**src/rtl/corescore_reset_pkg.sv**
```systemverilog
// Shared types and width helpers for the staggered reset sequencer.
package corescore_reset_pkg;

  typedef enum logic [1:0] {
    ST_HOLD    = 2'd0,
    ST_RELEASE = 2'd1,
    ST_DONE    = 2'd2
  } state_t;

  // Bits needed to hold any value in 0..max_val (at least one bit).
  function automatic int unsigned width_for(input int unsigned max_val);
    int unsigned w;
    w = $clog2(max_val + 1);
    return (w < 1) ? 1 : w;
  endfunction

  function automatic int unsigned max_u(input int unsigned a, input int unsigned b);
    return (a > b) ? a : b;
  endfunction

endpackage

```
**src/rtl/corescore_heartbeat.sv**
```systemverilog
// Heartbeat LED: free-running HB_BITS counter, o_led toggles on each wrap while enabled.
module corescore_heartbeat #(
  parameter int unsigned HB_BITS = 24
) (
  input  logic i_clk,
  input  logic i_rst,
  input  logic i_en,
  output logic o_led
);

  logic [HB_BITS-1:0] r_cnt;
  logic               r_led;

  always_ff @(posedge i_clk) begin
    if (i_rst) begin
      r_cnt <= '0;
      r_led <= 1'b0;
    end else if (i_en) begin
      r_cnt <= r_cnt + HB_BITS'(1);
      if (&r_cnt) r_led <= ~r_led;
    end
  end

  assign o_led = r_led;

endmodule

```
**src/rtl/corescore_reset_seq.sv**
```systemverilog
// Staggered per-group reset release after a hold period, with a ready flag.
// Optional heartbeat LED enabled by defining CORESCORE_RESET_HEARTBEAT_EN.
module corescore_reset_seq
  import corescore_reset_pkg::*;
#(
  parameter int unsigned GROUPS  = 4,
  parameter int unsigned HOLD    = 16,
  parameter int unsigned STAGGER = 8,
  parameter int unsigned HB_BITS = 24
) (
  input  logic              i_clk,
  input  logic              i_rst,
  output logic [GROUPS-1:0] o_rst,
  output logic              o_ready,
  output logic              o_led
);

  localparam int unsigned CNT_W = width_for(max_u(HOLD, STAGGER));
  localparam int unsigned IDX_W = width_for(GROUPS);

  localparam logic [CNT_W-1:0]  CNT_HOLD_LAST = CNT_W'(HOLD - 1);
  localparam logic [CNT_W-1:0]  CNT_STAG_LAST = CNT_W'(STAGGER - 1);
  localparam logic [IDX_W-1:0]  IDX_LAST      = IDX_W'(GROUPS - 1);
  localparam logic [GROUPS-1:0] GRP_ONE       = GROUPS'(1);

  if (GROUPS < 1 || HOLD < 1 || STAGGER < 1 || HB_BITS < 1) begin : g_bad_param
    $error("corescore_reset_seq: GROUPS, HOLD, STAGGER and HB_BITS must all be >= 1");
  end

  state_t            r_state, w_state_nxt;
  logic [CNT_W-1:0]  r_cnt,   w_cnt_nxt;
  logic [IDX_W-1:0]  r_idx,   w_idx_nxt;
  logic [GROUPS-1:0] r_rst,   w_rst_nxt;
  logic              r_ready, w_ready_nxt;

  always_ff @(posedge i_clk) begin
    if (i_rst) begin
      r_state <= ST_HOLD;
      r_cnt   <= '0;
      r_idx   <= '0;
      r_rst   <= '1;
      r_ready <= 1'b0;
    end else begin
      r_state <= w_state_nxt;
      r_cnt   <= w_cnt_nxt;
      r_idx   <= w_idx_nxt;
      r_rst   <= w_rst_nxt;
      r_ready <= w_ready_nxt;
    end
  end

  // Release bits are only ever cleared by masking, so release is monotonic.
  always_comb begin
    w_state_nxt = r_state;
    w_cnt_nxt   = r_cnt;
    w_idx_nxt   = r_idx;
    w_rst_nxt   = r_rst;
    w_ready_nxt = r_ready;
    unique case (r_state)
      ST_HOLD: begin
        if (r_cnt == CNT_HOLD_LAST) begin
          w_cnt_nxt   = '0;
          w_rst_nxt   = r_rst & ~GRP_ONE;
          w_idx_nxt   = IDX_W'(1);
          w_state_nxt = (GROUPS == 1) ? ST_DONE : ST_RELEASE;
        end else begin
          w_cnt_nxt = r_cnt + CNT_W'(1);
        end
      end
      ST_RELEASE: begin
        if (r_cnt == CNT_STAG_LAST) begin
          w_cnt_nxt = '0;
          w_rst_nxt = r_rst & ~(GRP_ONE << r_idx);
          w_idx_nxt = r_idx + IDX_W'(1);
          if (r_idx == IDX_LAST) w_state_nxt = ST_DONE;
        end else begin
          w_cnt_nxt = r_cnt + CNT_W'(1);
        end
      end
      ST_DONE: begin
        w_ready_nxt = 1'b1;
      end
      default: begin
        w_state_nxt = ST_HOLD;
      end
    endcase
  end

  assign o_rst   = r_rst;
  assign o_ready = r_ready;

`ifdef CORESCORE_RESET_HEARTBEAT_EN
  // Enabled by o_ready so the first wrap lands 2^HB_BITS edges after ready rises.
  corescore_heartbeat #(
    .HB_BITS (HB_BITS)
  ) u_heartbeat (
    .i_clk (i_clk),
    .i_rst (i_rst),
    .i_en  (r_ready),
    .o_led (o_led)
  );
`else
  assign o_led = 1'b0;
`endif

endmodule

```
**config.mk**
```make
export PLATFORM = sky130hd
export DESIGN_NAME = corescore_reset_seq
export DESIGN_NICKNAME = d
export VERILOG_FILES = /design/src/rtl/corescore_reset_pkg.sv /design/src/rtl/corescore_heartbeat.sv /design/src/rtl/corescore_reset_seq.sv
export SDC_FILE = /design/constraint.sdc
export NUM_CORES = 1
export LEC_CHECK = 0
export BUFFER_PORTS_ARGS = -buffer_cell sky130_fd_sc_hd__buf_2
export CAP_MARGIN = 20
export CORE_UTILIZATION = 50
export CTS_CLUSTER_SIZE = 30
export DETAILED_ROUTE_END_ITERATION = 10
export PLACE_DENSITY = 0.77
export SKIP_CTS_REPAIR_TIMING = 1
export SLEW_MARGIN = 10
export SYNTH_ARGS = -nofsm -noshare
export SYNTH_HDL_FRONTEND = slang
export SYNTH_HIERARCHICAL = 1
export SYNTH_SLANG_ARGS = --single-unit
export TNS_END_PERCENT = 10
```
**constraint.sdc**
```tcl
create_clock -name i_clk -period 2.8 [get_ports i_clk]
set_clock_uncertainty 0.15 [all_clocks]
set_input_delay 0.56 -clock i_clk [delete_from_list [all_inputs] [get_ports i_clk]]
set_output_delay 0.56 -clock i_clk [all_outputs]
set_load 0.1 [all_outputs]
```
==> results of run 1 <==
-- report_power, final --
group	total [uW]	switching (uW)	internal, uW
clock network	126	70.7	55.3
logic	21.8	15.0	6.85
registers	221	3.75	217
-- kinds of logic after synthesis --
logic type	after synthesis	synth area share (%)
AO/OA/AOI/OAI	15	14.66
XOR/XNOR	3	3.277
adder cells (fa/ha/maj)	8	12.48
buffers and inverters	14	9.048
flip-flops	15	37.44
multiplexers	1	1.248
other	1	0.4676
AND/OR/NAND/NOR	25	21.37
-- worst reg2reg max path, delay by kind of cell (launching register included) --
| kind | cells | cell delay, ns |
|---|---|---|
| buffers and inverters | 1 | 0.07 |
| adders and majority gates | 2 | 0.36 |
| and+or+nand+nor | 2 | 0.52 |
| AOI/OAI and AO/OA | 1 | 0.12 |
| DFF | 1 | 0.37 |
-- flip-flops by register name, summed over array words and instances, names as in the netlist --
register / cells
r_cnt: 5
o_rst: 4
r_idx: 3
r_state: 2
o_ready: 1
-- final cells by class --
cell class / instances / share of cell area, %
Timing Repair Buffer: 6 / 3.561
Multi-Input combinational cell: 53 / 50.89
Sequential cell: 15 / 35.61
Tap cell: 16 / 2.374
Inverter: 10 / 4.451
Clock buffer: 4 / 3.116
-- layout by cell type (no fill, tap or decap) --
cell        n
a21o_1      2
a21oi_1     3
a31oi_1     3
a31oi_4     1
and2b_2     1
and4bb_1    1
buf_2       6
clkbuf_1    1
clkbuf_4    3
conb_1      1
dfxtp_1    15
ha_1        8
inv_1      10
mux2i_1     1
nand2_1     1
nand3_1     2
nand3_2     1
nand4_1     1
nand4b_1    1
nand4bb_1   1
nor2_1      6
nor2b_1     1
nor3_1      3
nor3_2      1
nor3b_2     1
nor4_1      1
nor4_2      1
o21a_1      1
o21ai_0     1
o311a_1     1
o31ai_1     1
o41ai_1     2
or3_1       1
or3b_1      1
xnor2_1     1
xor2_1      2
-- per-stage QoR --
stage / instance area, um^2 / hold slack (ns) / util (%) / power, uW
2_1_floorplan: 802.0 / 0.3162 / - / 244.4
6_report: 843.3 / 0.3091 / 55.98 / 368.6
5_1_grt: 843.3 / 0.3323 / 55.98 / 385.9
3_3_place_gp: 817.0 / 0.2824 / 54.24 / 247.2
4_1_cts: 843.3 / 0.3081 / 55.98 / 371.1
3_5_place_dp: 817.0 / 0.2897 / 54.24 / 248.0
-- routing by layer --
metal | up-vias | routed length (um) | track usage, % | share of wire (%)
li1 | 297 | - | - | -
met2 | 8 | 576 | 28.44 | 45
met4 | 0 | 19 | 7.500 | 1.5
met1 | 272 | 654 | 23.16 | 51
met5 | - | 0 | 0 | 0
met3 | 2 | 37 | 3.879 | 2.9
-- how the worst min path moves through the flow --
stage                     slack, ns  depth (start not counted)                     to                   from
final                          0.31                          2   o_ready$_SDFFE_PP0N_   o_ready$_SDFFE_PP0N_
after global routing           0.33                          2   o_ready$_SDFFE_PP0N_   o_ready$_SDFFE_PP0N_
after global placement         0.28                          1  o_rst[3]$_SDFFE_PP1P_  o_rst[3]$_SDFFE_PP1P_
after CTS                      0.31                          2   o_ready$_SDFFE_PP0N_   o_ready$_SDFFE_PP0N_
after detailed placement       0.29                          1  o_rst[3]$_SDFFE_PP1P_  o_rst[3]$_SDFFE_PP1P_
after floorplan                0.32                          2  r_idx[2]$_SDFFE_PP0P_  r_idx[2]$_SDFFE_PP0P_
==> flow_summary.toml, run 1 <==
[worst_setup_path]
reg2reg_slack_ns = 1.09
cp_slowest_stage_delay_ns = 0.42
path_depth = 1
cp_slowest_cell = "buf_2"
required_ns = 2.09
cp_num_buf_inv = 1
timing.rr.end = "o_rst[0]$_SDFFE_PP1P_"
cp-end-kind = "output port"
crit_path_end = "o_rst[3]"
cpLargestDelayFamily = "buffers and inverters"
r2r_start = "r_cnt[0]$_SDFFE_PP0P_"
critical_path_class = "reg -> out"
crit_arrival_ns = 1.05
reg2reg_depth = 6
crit_fanout = 2
crit_path_start_kind = "flip-flop"
startpoint = "o_rst[3]$_SDFFE_PP1P_"
cp_cell_sequence = "buf_2"

[timing]
fin_crit_sh_pct = 62.83
hold_viol_final = 0
setup_violations = 0
worst_slack_ns = 1.041
tns_ns = 0
fin_crit_ns = 1.759
rsz0062_at_grt = "no"
drv_slew = 0
max_freq_mhz = 568.4

[synthesis]
synth.cell_area_um2 = 802.0
synthCells = 82
yosysTopAreaCell = "dfxtp_1"
netlist_top_cells_count = "dfxtp_1, inv_1, ha_1"
synth_top_area_share_pct = 37.44
synth.avg_cell_area_um2 = 9.781
yosysMostFrequentCell = "dfxtp_1"
synth_edf_count = 0
synth_seq_area_share_pct = 37.44
yosys-top-cells-area = "dfxtp_1, ha_1, inv_1"
ys_types = 36
synth-seq-cells = 15
postSynth.topFlopCell = "dfxtp_1"
yosysWarnings = 6
synthArstFlopShare_pct = 0
syn-num-nets = 92

[floorplanning]
die_w_um = 42.05
rows = 14
pin_count = 8
core_area_um2 = 1506
die_height_um = 42.05
start_util_pct = 53.24
die_area_um2 = 1768

[clock_network]
insertion_delay_ns = 0.28
clk_pin_slew_ns = 0.09
clock-sinks = 15
clockBufferDepth = 2
cts_made_buffers = 3
cts_tree = "yes"
cts_root_buffer = "clkbuf_4"
cts_htree_levels = 1

[detailed_routing]
wire_per_inst_um = 12.38
drc_errors = 0
drt-total-wl_um = 1287
final_antenna_net_count = 0
drt-initial-drc-count = 6
drtPass1Iterations = 4
drt-vias-per-instance = 5.567
dr_total_vias = 579

[grt]
grt.overflow.total = 0
grt_pass1_wl_um = 2428
antenna_found_initial = 0
grt_use_total_pct = 17.76
grt_pass1_vias = 573
grt_max_degree = 17

[placed_design]
port-buffer-count = 6
gp_congestion = 0.7948
dp_hpwl_um = 944.1
dpl.cell_count = 100
place_ws_ns = 1.078

[layout]
drive_gt1_share_pct = 17.05
fill_cells = 146
multi_input_area_um2 = 429.2
nNetsFinal = 99
n_antenna_cell = 0
area_growth_pct = 5.148
instances_no_fill = 104
layout.area.seq_um2 = 300.3

[outcome]
status = "finished clean"

[power_and_ir_drop]
power_density_nw_per_um2 = 437.1
leakage_uw = 0.0003503
vdd_drop_max_v = 0.0002703

[min_path]
hp-class = "reg -> reg"

[job]
drv_cap = 0
(Power assumes the default switching activity.)
==> run 2: changes to the inputs <==
--- a/config.mk
+++ b/config.mk
@@ -10,7 +10,7 @@
 export CORE_UTILIZATION = 50
 export CTS_CLUSTER_SIZE = 30
 export DETAILED_ROUTE_END_ITERATION = 10
-export PLACE_DENSITY = 0.77
+export PLACE_DENSITY = 0.8
 export SKIP_CTS_REPAIR_TIMING = 1
 export SLEW_MARGIN = 10
 export SYNTH_ARGS = -nofsm -noshare
==> constraint.sdc (replaced) <==
create_clock -name i_clk -period 1.5 [get_ports i_clk]
set_clock_uncertainty 0.15 [all_clocks]
set_input_delay 0.3 -clock i_clk [delete_from_list [all_inputs] [get_ports i_clk]]
set_output_delay 0.3 -clock i_clk [all_outputs]
set_load 0.1 [all_outputs]
==> flow_summary.toml, run 2 (synthesis gave the netlist of run 1 again) <==
[floorplanning]
core_area_um2 = 1506
die_height_um = 42.05
rows = 14
start_util_pct = 53.24
die_area_um2 = 1768
die_w_um = 42.05
pin_count = 8

[layout]
largest_reg_flops = 5
nNetsFinal = 104
drive_gt1_share_pct = 33.33
mostFrequentLayoutCell = "dfxtp_1"
utilization_pct = 69.19
area_growth_pct = 29.95
mostFrequentLayoutCells = "dfxtp_1, inv_1, ha_1"
largest_register = "r_cnt"
instances_no_fill = 109
n_antenna_cell = 0

[clock_network]
cts_root_buffer = "clkbuf_4"
cts_htree_levels = 1
cts_tree = "yes"
clock-sinks = 15
clk_pin_slew_ns = 0.08
insertion_delay_ns = 0.30
cts_made_buffers = 3
clockBufferDepth = 2

[grt]
grt.overflow.total = 0
grt_pass1_wl_um = 2380
antenna_found_initial = 0
grt_use_total_pct = 17.89
grt_max_degree = 17
grt_pass1_vias = 554

[timing]
rsz0062_at_grt = "yes"
fin_crit_ns = 1.535
worst_slack_ns = -0.03456
tns_ns = -0.1545
max_freq_mhz = 651.7
drv_slew = 0
setup_violations = 7
hold_viol_final = 0
fin_crit_sh_pct = 102.3

[worst_setup_path]
critical_path_class = "reg -> reg"
cp_slowest_stage_delay_ns = 0.34
cpLargestDelayFamily = "simple AND/OR/NAND/NOR gates"
cp-end-kind = "flip-flop"
cp_cell_sequence = "ha_4, nand3_2, inv_1, ha_1, nor3b_4, buf_12, nor4_2"
crit_arrival_ns = 1.59
crit_fanout = 6
cp_num_buf_inv = 2
cp_slowest_cell = "dfxtp_2"
crit_path_start_kind = "flip-flop"
required_ns = 1.56

[outcome]
status = "complete, but fails checks"
violations = "negative setup slack"

[power_and_ir_drop]
p_sw_uw = 184.2
vdd_drop_max_v = 0.0006146
pwr-share-seq_pct = 58.1
p_comb_share_pct = 8.5
pwr-share-clk_pct = 33.5
leakage_uw = 0.0004256
internal_power_uw = 529.7
power_density_nw_per_um2 = 685.0
switching_share_pct = 25.80

[detailed_routing]
drt-initial-drc-count = 10
final_antenna_net_count = 0
drt-total-wl_um = 1510
wire_per_inst_um = 13.85
dr_total_vias = 625
drt-vias-per-instance = 5.734
drtPass1Iterations = 4
drc_errors = 0

[placed_design]
dpl.cell_count = 104
dp_hpwl_um = 984.1
port-buffer-count = 6
gp_congestion = 0.8434

[min_path]
hp-class = "in -> reg"

[job]
drv_cap = 0
run 2: cell count changes in the layout (fill, tap and decap cells not counted), moves of 2 or more:
| cell | change |
|---|---|
| buf_12 | +6 |
| buf_2 | -5 |
| buf_4 | +4 |
| dfxtp_1 | -2 |
| dfxtp_2 | +2 |
| o41ai_1 | -2 |
| o41ai_2 | +2 |
run 2: worst paths after layout:
kind,start,to,slack (ns),cells past startpoint
hold reg to reg,o_ready$_SDFFE_PP0N_,o_ready$_SDFFE_PP0N_,0.35,2
setup / recovery,r_cnt[1]$_SDFFE_PP0P_,r_cnt[3]$_SDFFE_PP0P_,-0.03,7
setup reg to reg,r_cnt[1]$_SDFFE_PP0P_,r_cnt[3]$_SDFFE_PP0P_,-0.03,7
hold / removal,i_rst,r_cnt[1]$_SDFFE_PP0P_,0.26,2
run 2: cell type report:
class | instances | area [um^2]
multi-input combinational | 53 | 499.2
fill | 104 | 464.2
sequential | 15 | 302.8
timing repair buffer | 11 | 155.1
inverter | 10 | 37.54
clock buffer | 3 | 22.52
tap | 16 | 20.02
clock inverter | 1 | 5.005
run 2: power groups by stage:
| stage | Clock (uW) | Combinational [uW] | Sequential, uW |
|---|---|---|---|
| floorplan | 0 | 36.3 | 420 |
| global placement | 0 | 48.7 | 419 |
| detailed placement | 0 | 49.5 | 420 |
| CTS | 243 | 50.5 | 410 |
| global route | 255 | 64.1 | 416 |
| finish | 239 | 60.4 | 415 |
run 2: per-layer routing:
layer	wire [um]	global-route usage [%]	vias up
li1	-	-	309
met1	704	21.37	300
met2	720	28.13	11
met3	53	5.172	5
met4	32	11.25	0
met5	0	0	-
run 2: metrics by stage:
stage	setup slack, ns	hold WS, ns	cell area, um^2	power, uW
after floorplan	-0.009740	0.2569	808.3	456.2
after global placement	-0.05467	0.3217	928.4	468.1
after detailed placement	-0.07076	0.3361	928.4	469.0
after CTS	-0.08929	0.2256	955.9	703.5
after global routing	-0.1282	0.2760	1042	735.3
final	-0.03456	0.2569	1042	714.0
